### config.mk
export PLATFORM = sky130hd
export DESIGN_NAME = clk_ratio_meter
export DESIGN_NICKNAME = d
export VERILOG_FILES = /design/src/rtl/clk_div_pkg.sv /design/src/rtl/edge_sync.sv /design/src/rtl/clk_ratio_meter.sv
export SDC_FILE = /design/constraint.sdc
export NUM_CORES = 1
export LEC_CHECK = 0
export CAP_MARGIN = 20
export CORE_MARGIN = 1
export CORE_UTILIZATION = 26
export CTS_CLUSTER_DIAMETER = 80
export DETAILED_ROUTE_END_ITERATION = 7
export PLACE_DENSITY_LB_ADDON = 0.3
export SLEW_MARGIN = 5
export SYNTH_ARGS = -nofsm -noshare
export SYNTH_HDL_FRONTEND = slang
export SYNTH_SLANG_ARGS = --single-unit
### constraint.sdc
create_clock -name i_clk_ref -period 5.6 [get_ports i_clk_ref]
set_input_delay 1.12 -clock i_clk_ref [delete_from_list [all_inputs] [get_ports i_clk_ref]]
set_output_delay 1.12 -clock i_clk_ref [all_outputs]
set_load 0.005 [all_outputs]
### src/rtl/clk_div_pkg.sv
// clk_div_pkg: shared types and constants for the clock divider and its ratio meter
package clk_div_pkg;
  typedef enum logic [1:0] {IDLE, ARM, HIGH, LOW} meter_state_t;
  localparam int MIN_RATIO = 2;
  function automatic int arm_window(input int width);
    return 2 ** (width + 1);
  endfunction
endpackage

### src/rtl/edge_sync.sv
// edge_sync: synchronises an asynchronous level and flags its rising and falling edges
module edge_sync #(
  parameter int STAGES = 2
)(
  input  logic clk,
  input  logic rst,
  input  logic d_i,
  output logic rise_o,
  output logic fall_o
);
  logic [STAGES-1:0] sync_q;
  logic              s_d_q;
  always_ff @(posedge clk) begin
    if (rst) begin
      sync_q <= '0;
      s_d_q  <= 1'b0;
    end else begin
      sync_q[0] <= d_i;
      for (int k = 1; k < STAGES; k++) sync_q[k] <= sync_q[k-1];
      s_d_q <= sync_q[STAGES-1];
    end
  end
  assign rise_o = sync_q[STAGES-1] & ~s_d_q;
  assign fall_o = ~sync_q[STAGES-1] & s_d_q;
endmodule

### src/rtl/clk_ratio_meter.sv
// clk_ratio_meter: measures high/low/period of a divided clock in reference cycles,
// with lock detection, expected-ratio mismatch and timeout reporting
module clk_ratio_meter
  import clk_div_pkg::*;
#(
  parameter int WIDTH       = 4,
  parameter int SYNC_STAGES = 2,
  parameter int LOCK_COUNT  = 3
)(
  input  logic             i_clk_ref,
  input  logic             i_rst,
  input  logic             i_meas_en,
  input  logic             i_div_clk,
  input  logic [WIDTH-1:0] i_exp_ratio,
  output logic [WIDTH-1:0] o_ratio,
  output logic [WIDTH-1:0] o_high_cnt,
  output logic [WIDTH-1:0] o_low_cnt,
  output logic             o_valid,
  output logic             o_locked,
  output logic             o_mismatch,
  output logic             o_timeout
);
  localparam int               MW       = $clog2(LOCK_COUNT + 1);
  localparam int               AW       = arm_window(WIDTH);
  localparam logic [WIDTH:0]   LIM      = {1'b1, {WIDTH{1'b0}}};
  localparam logic [WIDTH:0]   ARM_LAST = (WIDTH+1)'(AW - 1);
  localparam logic [WIDTH:0]   MIN_P    = (WIDTH+1)'(MIN_RATIO);
  localparam logic [WIDTH:0]   ONE      = (WIDTH+1)'(1);
  localparam logic [MW-1:0]    LC       = MW'(LOCK_COUNT);
  meter_state_t     state_q, state_d;
  logic [WIDTH:0]   cnt_q, cnt_d, arm_q, arm_d, cnt_inc, hsum;
  logic [WIDTH-1:0] high_q, high_d, ratio_q, ratio_d, hcnt_q, hcnt_d, lcnt_q, lcnt_d;
  logic [MW-1:0]    match_q, match_d, match_nx;
  logic             valid_q, valid_d, locked_q, locked_d, timeout_q, timeout_d;
  logic             have_q, have_d, tmo, rise, fall;
  edge_sync #(.STAGES(SYNC_STAGES)) u_sync (
    .clk    (i_clk_ref),
    .rst    (i_rst),
    .d_i    (i_div_clk),
    .rise_o (rise),
    .fall_o (fall)
  );
  assign cnt_inc  = cnt_q + ONE;
  assign hsum     = {1'b0, high_q} + cnt_q;
  assign match_nx = (have_q && hsum[WIDTH-1:0] == ratio_q) ? (match_q == LC ? LC : match_q + MW'(1)) : MW'(1);
  // Any missing edge lands in tmo, which overrides the per-state next values below
  always_comb begin
    state_d   = state_q;
    cnt_d     = cnt_q;
    arm_d     = arm_q;
    high_d    = high_q;
    ratio_d   = ratio_q;
    hcnt_d    = hcnt_q;
    lcnt_d    = lcnt_q;
    valid_d   = 1'b0;
    locked_d  = locked_q;
    timeout_d = timeout_q;
    match_d   = match_q;
    have_d    = have_q;
    tmo       = 1'b0;
    if (!i_meas_en) begin
      state_d  = IDLE;
      locked_d = 1'b0;
    end else begin
      case (state_q)
        IDLE: begin
          state_d   = ARM;
          timeout_d = 1'b0;
          locked_d  = 1'b0;
          arm_d     = '0;
          match_d   = '0;
          have_d    = 1'b0;
        end
        ARM: begin
          if (rise) begin
            state_d = HIGH;
            cnt_d   = ONE;
          end else if (arm_q == ARM_LAST) tmo = 1'b1;
          else arm_d = arm_q + ONE;
        end
        HIGH: begin
          if (fall) begin
            state_d = LOW;
            high_d  = cnt_q[WIDTH-1:0];
            cnt_d   = ONE;
          end else if (cnt_inc >= LIM) tmo = 1'b1;
          else cnt_d = cnt_inc;
        end
        LOW: begin
          if (rise) begin
            if (hsum >= LIM || hsum < MIN_P) tmo = 1'b1;
            else begin
              state_d  = HIGH;
              cnt_d    = ONE;
              valid_d  = 1'b1;
              ratio_d  = hsum[WIDTH-1:0];
              hcnt_d   = high_q;
              lcnt_d   = cnt_q[WIDTH-1:0];
              match_d  = match_nx;
              have_d   = 1'b1;
              locked_d = (match_nx == LC);
            end
          end else if (hsum + ONE >= LIM) tmo = 1'b1;
          else cnt_d = cnt_inc;
        end
        default: state_d = IDLE;
      endcase
    end
    if (tmo) begin
      state_d   = ARM;
      timeout_d = 1'b1;
      locked_d  = 1'b0;
      arm_d     = '0;
      match_d   = '0;
      have_d    = 1'b0;
    end
  end
  always_ff @(posedge i_clk_ref) begin
    if (i_rst) begin
      state_q   <= IDLE;
      cnt_q     <= '0;
      arm_q     <= '0;
      high_q    <= '0;
      ratio_q   <= '0;
      hcnt_q    <= '0;
      lcnt_q    <= '0;
      valid_q   <= 1'b0;
      locked_q  <= 1'b0;
      timeout_q <= 1'b0;
      match_q   <= '0;
      have_q    <= 1'b0;
    end else begin
      state_q   <= state_d;
      cnt_q     <= cnt_d;
      arm_q     <= arm_d;
      high_q    <= high_d;
      ratio_q   <= ratio_d;
      hcnt_q    <= hcnt_d;
      lcnt_q    <= lcnt_d;
      valid_q   <= valid_d;
      locked_q  <= locked_d;
      timeout_q <= timeout_d;
      match_q   <= match_d;
      have_q    <= have_d;
    end
  end
  assign o_ratio    = ratio_q;
  assign o_high_cnt = hcnt_q;
  assign o_low_cnt  = lcnt_q;
  assign o_valid    = valid_q;
  assign o_locked   = locked_q;
  assign o_timeout  = timeout_q;
  assign o_mismatch = valid_q && i_exp_ratio != '0 && ratio_q != i_exp_ratio;
endmodule

# Word level (Yosys, flattened, before mapping)
# Index checks and enable logic that the tools add are counted.
[word_totals]
wordCells = 117
ramBits = 0
inputBits = 8
n_memories = 0
latch_bits = 0
output_inout_bits = 16
ff_bits = 37
romBits = 0
[classes]
div = 0
n_reduce_logical = 23
n_mux = 41
multipliers = 0
n_addsub = 5
bitwise = 8
magnitude_cmp = 4
shift = 0
n_eq_ne = 21
[op_table]
columns = ["cell", "n"]
rows = [
  ["5-bit 2-to-1 mux", 8],
  ["4-bit AND reduction", 5],
  ["1-bit 2-to-1 mux", 18],
  ["2-bit 2-to-1 mux", 8],
  ["4-bit inequality test, second input constant", 4],
  ["5-bit by 1-bit adder with 5-bit output, second input constant", 3],
  ["5-bit >= comparator, second input constant", 3],
  ["5-bit one-hot mux with 3 select lines", 1],
  ["2-bit inequality test, second input constant", 6],
  ["5-bit one-hot mux with 2 select lines", 1],
  ["3-bit inequality test, second input constant", 3],
  ["2-bit equality test, second input constant", 4],
  ["2-bit one-hot mux with 4 select lines", 1],
  ["2-bit nonzero test", 4],
  ["1-bit inverter", 6],
  ["3-bit AND reduction", 2],
  ["6-bit AND reduction", 1],
  ["4-bit by 5-bit adder with 5-bit output", 1],
  ["5-bit equality test, second input constant", 1],
  ["5-bit by 2-bit less-than comparator with 1-bit output, second input constant", 1],
  ["4-bit equality test", 1],
  ["4-bit inequality test", 1],
  ["1-bit one-hot mux with 2 select lines", 2],
  ["2-bit one-hot mux with 2 select lines", 1],
  ["other kinds (13)", 16],
]

# Longest topological paths before layout
[depth]
word_depth = 9
ltp_mapped = 10
mapped_depth_nobuf = 9

# Hierarchy
# A second synthesis with hierarchy kept.
[unflattened]
cells_unflattened = 208
area_unflattened_um2 = 1929.4
[modules_own_cells]
columns = ["mod", "cells_each", "instances", "seq_area_each_um2", "area_per_inst_um2"]
rows = [
  ["clk_ratio_meter", 200, 1, 680.7, 1838.0],
  ["edge_sync", 8, 1, 60.1, 91.3],
]

# Worst setup path after synthesis
# No wires, ideal clock.
[synth_path]
kind = "in2out"
from = "input i_exp_ratio[1]"
to = "output o_mismatch"
t_required_ps = 4480
slack_ps = 2953
path_buffers = 0
arrival_time_ps = 1527
cell_stages = 2
path_cell_list = "o41ai_1 > a41oi_1"
[synth_via]
elab_chain_cells = 3
elab_cells_between_ends = 4
classes_between = "1 x eq/ne; 3 x reduce/logical"
[synth_lines]
columns = ["element", "line", "source"]
rows = [
  ["start, declared", "clk_ratio_meter.sv:14", "input logic [WIDTH-1:0] i_exp_ratio,"],
  ["4-bit nonzero test", "clk_ratio_meter.sv:153", "assign o_mismatch = valid_q && i_exp_ratio != '0 && ratio_q != i_exp_ratio;"],
  ["1-bit logical AND", "clk_ratio_meter.sv:153", ""],
  ["1-bit logical AND *", "clk_ratio_meter.sv:153", ""],
  ["end, declared", "clk_ratio_meter.sv:20", "output logic o_mismatch,"],
]
# Every way passes the cells marked *; elsewhere a longest branch is shown, timed or not.

# Worst setup path in the final report
# Ends and elaborated chain as after synthesis.

==> flow_summary.toml <==
[layout]
mostFrequentLayoutCell = "dfxtp_1"
layout_common_cells = "37 x dfxtp_1, 28 x nand2_1, 23 x clkdlybuf4s50_1"
final_layout_size_suffix_gt1_share_pct = 4.94
final_area_um2 = 2290
final_util_pct = 33.6
layout.nets = 259
area.growth.synth_to_final_pct = 24.0
num_antenna_cells = 0

[grt]
grt_use_met3_pct = 2.67
grt_busiest_layer = "met2"
grt_use_met2_pct = 18.6
grt_pass1_vias = 1471
use_met1_pct = 14.2
antenna_found_initial = 0
grt_max_degree = 30
grt_usage_pct = 11.4
grt_pass1_wl_mm = 6.67
grt_overflow = 0

[logic_synthesis]
ys_warn_count = 0
ys_seq_area_share_pct = 40.1
postSynthAreaPerCell_um2 = 8.44
ys_types = 42
post-synth-top-area-cell = "dfxtp_1"
syn_area_um2 = 1850
synth_fp_nets = 235
syn_inst = 219
synth.ff_latch_count = 37
yosysTopAreaCellShare_pct = 40.1
synth.area.top_cells = "dfxtp_1 40%, a21oi_1 6.0%, nand2_1 5.7%"

[worst_setup_path]
critPathCaptureType = "output pin"
cp_slowest_cell = "clkdlybuf4s50_1"
crit_family = "buffers and inverters"
path_cells = "clkdlybuf4s50_1, o41ai_1, a41oi_1, clkdlybuf4s50_1"
start_kind = "input pin"
required_ns = 4.48
path_class = "in2out"
arrival_ns = 2.50
max_stage_delay_ns = 0.46
cp_max_fo = 2
cp_common_cell = "clkdlybuf4s50_1"
crit_buf_inv = 2

[timing]
finalWorstSetupSlack_ns = 1.98
setup_tns_ns = 0
clock.fmax_mhz = 276
period_needed_ns = 3.62
rsz0062_at_grt = "no"
skew_ns = 0.00395
finalSetupViolations = 0
slew_headroom_pct = 49.0
worst_pin_slew_ns = 0.762
final-hold-violation-count = 0
slew_viol_final = 0
post-route-period-util_pct = 64.7

[flow_run]
maxCapViolCount = 0

[drt]
wl_mm = 3.98
drc = 0
dr.pass1.iters = 6
ant_nets = 0
drtIter0Drc = 61
route.vias.total = 1574
viasPerCell = 4.64
wire_per_inst_um = 11.7

[clock_network]
clkTransAtPathRegs_ns = 0.07
ctsHoldBuffers = 0
clkLatencyLatePin_ns = 0.29
cts-resized-gates = 0
cts_buffer_depth = 2
numCtsBuffers = 5
cts-root-buf = "clkbuf_8"
cts_tree = "done"
numClockSinks = 37
post-cts-setup-buffers = 0
htreeDepth = 2

[min_path]
hold_class = "reg2reg"

[power]
intPower_uw = 405
net-switching-power_uw = 108
comb_power_share_pct = 4.6
p_per_area_nw_per_um2 = 224
p_leak_nw = 0.815
pwr-share-clk_pct = 43.4
p_sw_share_pct = 21.0
power_frac_seq_pct = 52.0
ir_worst_vdd_uv = 84.9
p_total_uw = 513

[placement]
numPortBuffers = 23
pre_cts_ws_ns = 1.96
placed_area_um2 = 2170
dpl.hpwl_mm = 2.87
gp_congestion = 0.762

[die]
die_w_um = 86.3
row_count = 30
io_pins = 24
coreArea_um2 = 6830
die_y_um = 86.3
dieArea_um2 = 7450
start_util_pct = 27.1

[outcome]
status = "finished clean"
sequential cells by signal, indices dropped and copies added (netlist names):
| signal | flops |
|---|---|
| o_ratio | 4 |
| o_low_cnt | 4 |
| high_q | 4 |
| o_locked | 1 |
| o_valid | 1 |
| arm_q | 5 |
| u_sync.s_d_q | 1 |
| o_high_cnt | 4 |
| state_q | 2 |
| u_sync.sync_q | 2 |
| have_q | 1 |
| match_q | 2 |
| cnt_q | 5 |
| o_timeout | 1 |
worst register-to-register path, stage by stage, from the launching register on:
cell and delay (ns):
dfxtp_1 0.37, ha_1 0.25, fa_1 0.44, a211oi_1 0.31, o21bai_1 0.17, a2111oi_0 0.57
o21ai_2 0.14, nand4_1 0.17, a21o_1 0.32, nor3_1 0.10
kinds of logic after synthesis:
logic type	after synthesis	share of synthesized area [%]
AOI/OAI and AO/OA	46	15.6
xor gates and xnor gates	12	5.68
adders and majority gates	8	5.82
buffers and inverters	11	2.23
DFF	37	40.1
muxes	5	2.71
and+or+nand+nor	100	27.9
metal layers:
metal | vias to the layer above | routed length, µm | share of wire [%]
li1 | 822 | - | -
met1 | 724 | 1980 | 50
met2 | 21 | 1820 | 46
met3 | 7 | 110 | 2.8
met4 | 0 | 69 | 1.7
met5 | - | 0 | 0
synth_stat cells:
| master | instances |
|---|---|
| nand3b_1 | 1 |
| a32o_1 | 1 |
| mux2i_1 | 5 |
| nand4b_1 | 1 |
| clkbuf_1 | 7 |
| nor2_1 | 22 |
| o21ba_2 | 1 |
| ha_1 | 7 |
| o21ai_2 | 1 |
| and3_1 | 3 |
| a31oi_1 | 2 |
| dfxtp_1 | 37 |
| o41ai_1 | 1 |
| nand4_1 | 5 |
| xnor2_1 | 8 |
| o211ai_1 | 1 |
| nand2b_1 | 6 |
| nor3b_1 | 3 |
| or3b_1 | 1 |
| inv_1 | 4 |
| nor3_1 | 7 |
| o21ai_1 | 1 |
| nand2_1 | 28 |
| a41oi_1 | 1 |
| a22oi_1 | 1 |
| o32a_1 | 1 |
| and2_1 | 2 |
| o21bai_1 | 1 |
| or4_1 | 2 |
| xor2_1 | 4 |
| nand3_1 | 6 |
| a2111oi_0 | 1 |
| nand4_4 | 1 |
| a21oi_1 | 22 |
| a211oi_1 | 5 |
| or3_1 | 2 |
| fa_1 | 1 |
| or2_1 | 1 |
| a21o_1 | 2 |
| nor2b_1 | 8 |
| or3b_4 | 1 |
| o21ai_0 | 4 |
final cells by class:
cell class,instances,area (µm²)
flip-flops and latches,37,741
fillers,743,4540
clock inverters,2,35.0
multi-input cells,171,1070
inverters,4,15.0
well taps,96,120
repair buffers,24,245
clock buffers,5,68.8
path summary, 6_finish.rpt:
| check | cells past startpoint | slack [ns] | end | startpoint |
|---|---|---|---|---|
| setup / recovery | 4 | 1.98 | o_mismatch | i_exp_ratio[1] |
| hold / removal | 1 | 0.44 | u_sync.sync_q[1] | u_sync.sync_q[0] |
| hold reg to reg | 1 | 0.44 | u_sync.sync_q[1] | u_sync.sync_q[0] |
| setup reg to reg | 9 | 2.64 | match_q[1] | cnt_q[0] |
power by group through the flow:
stage / clock, mW / combinational, mW / sequential [mW]
2_1_floorplan: 0 / 0.0146 / 0.272
3_5_place_dp: 0 / 0.0226 / 0.273
6_report: 0.222 / 0.0236 / 0.267
4_1_cts: 0.230 / 0.0227 / 0.267
3_3_place_gp: 0 / 0.0222 / 0.273
5_1_grt: 0.244 / 0.0257 / 0.267
metrics by stage:
stage               instances  hold slack, ns
detailed placement        331           0.435
global route              339           0.472
CTS                       338           0.452
global placement          331           0.433
floorplan                 219           0.414
finish                    339           0.443
Note: power is estimated with default switching activity, not from simulation.
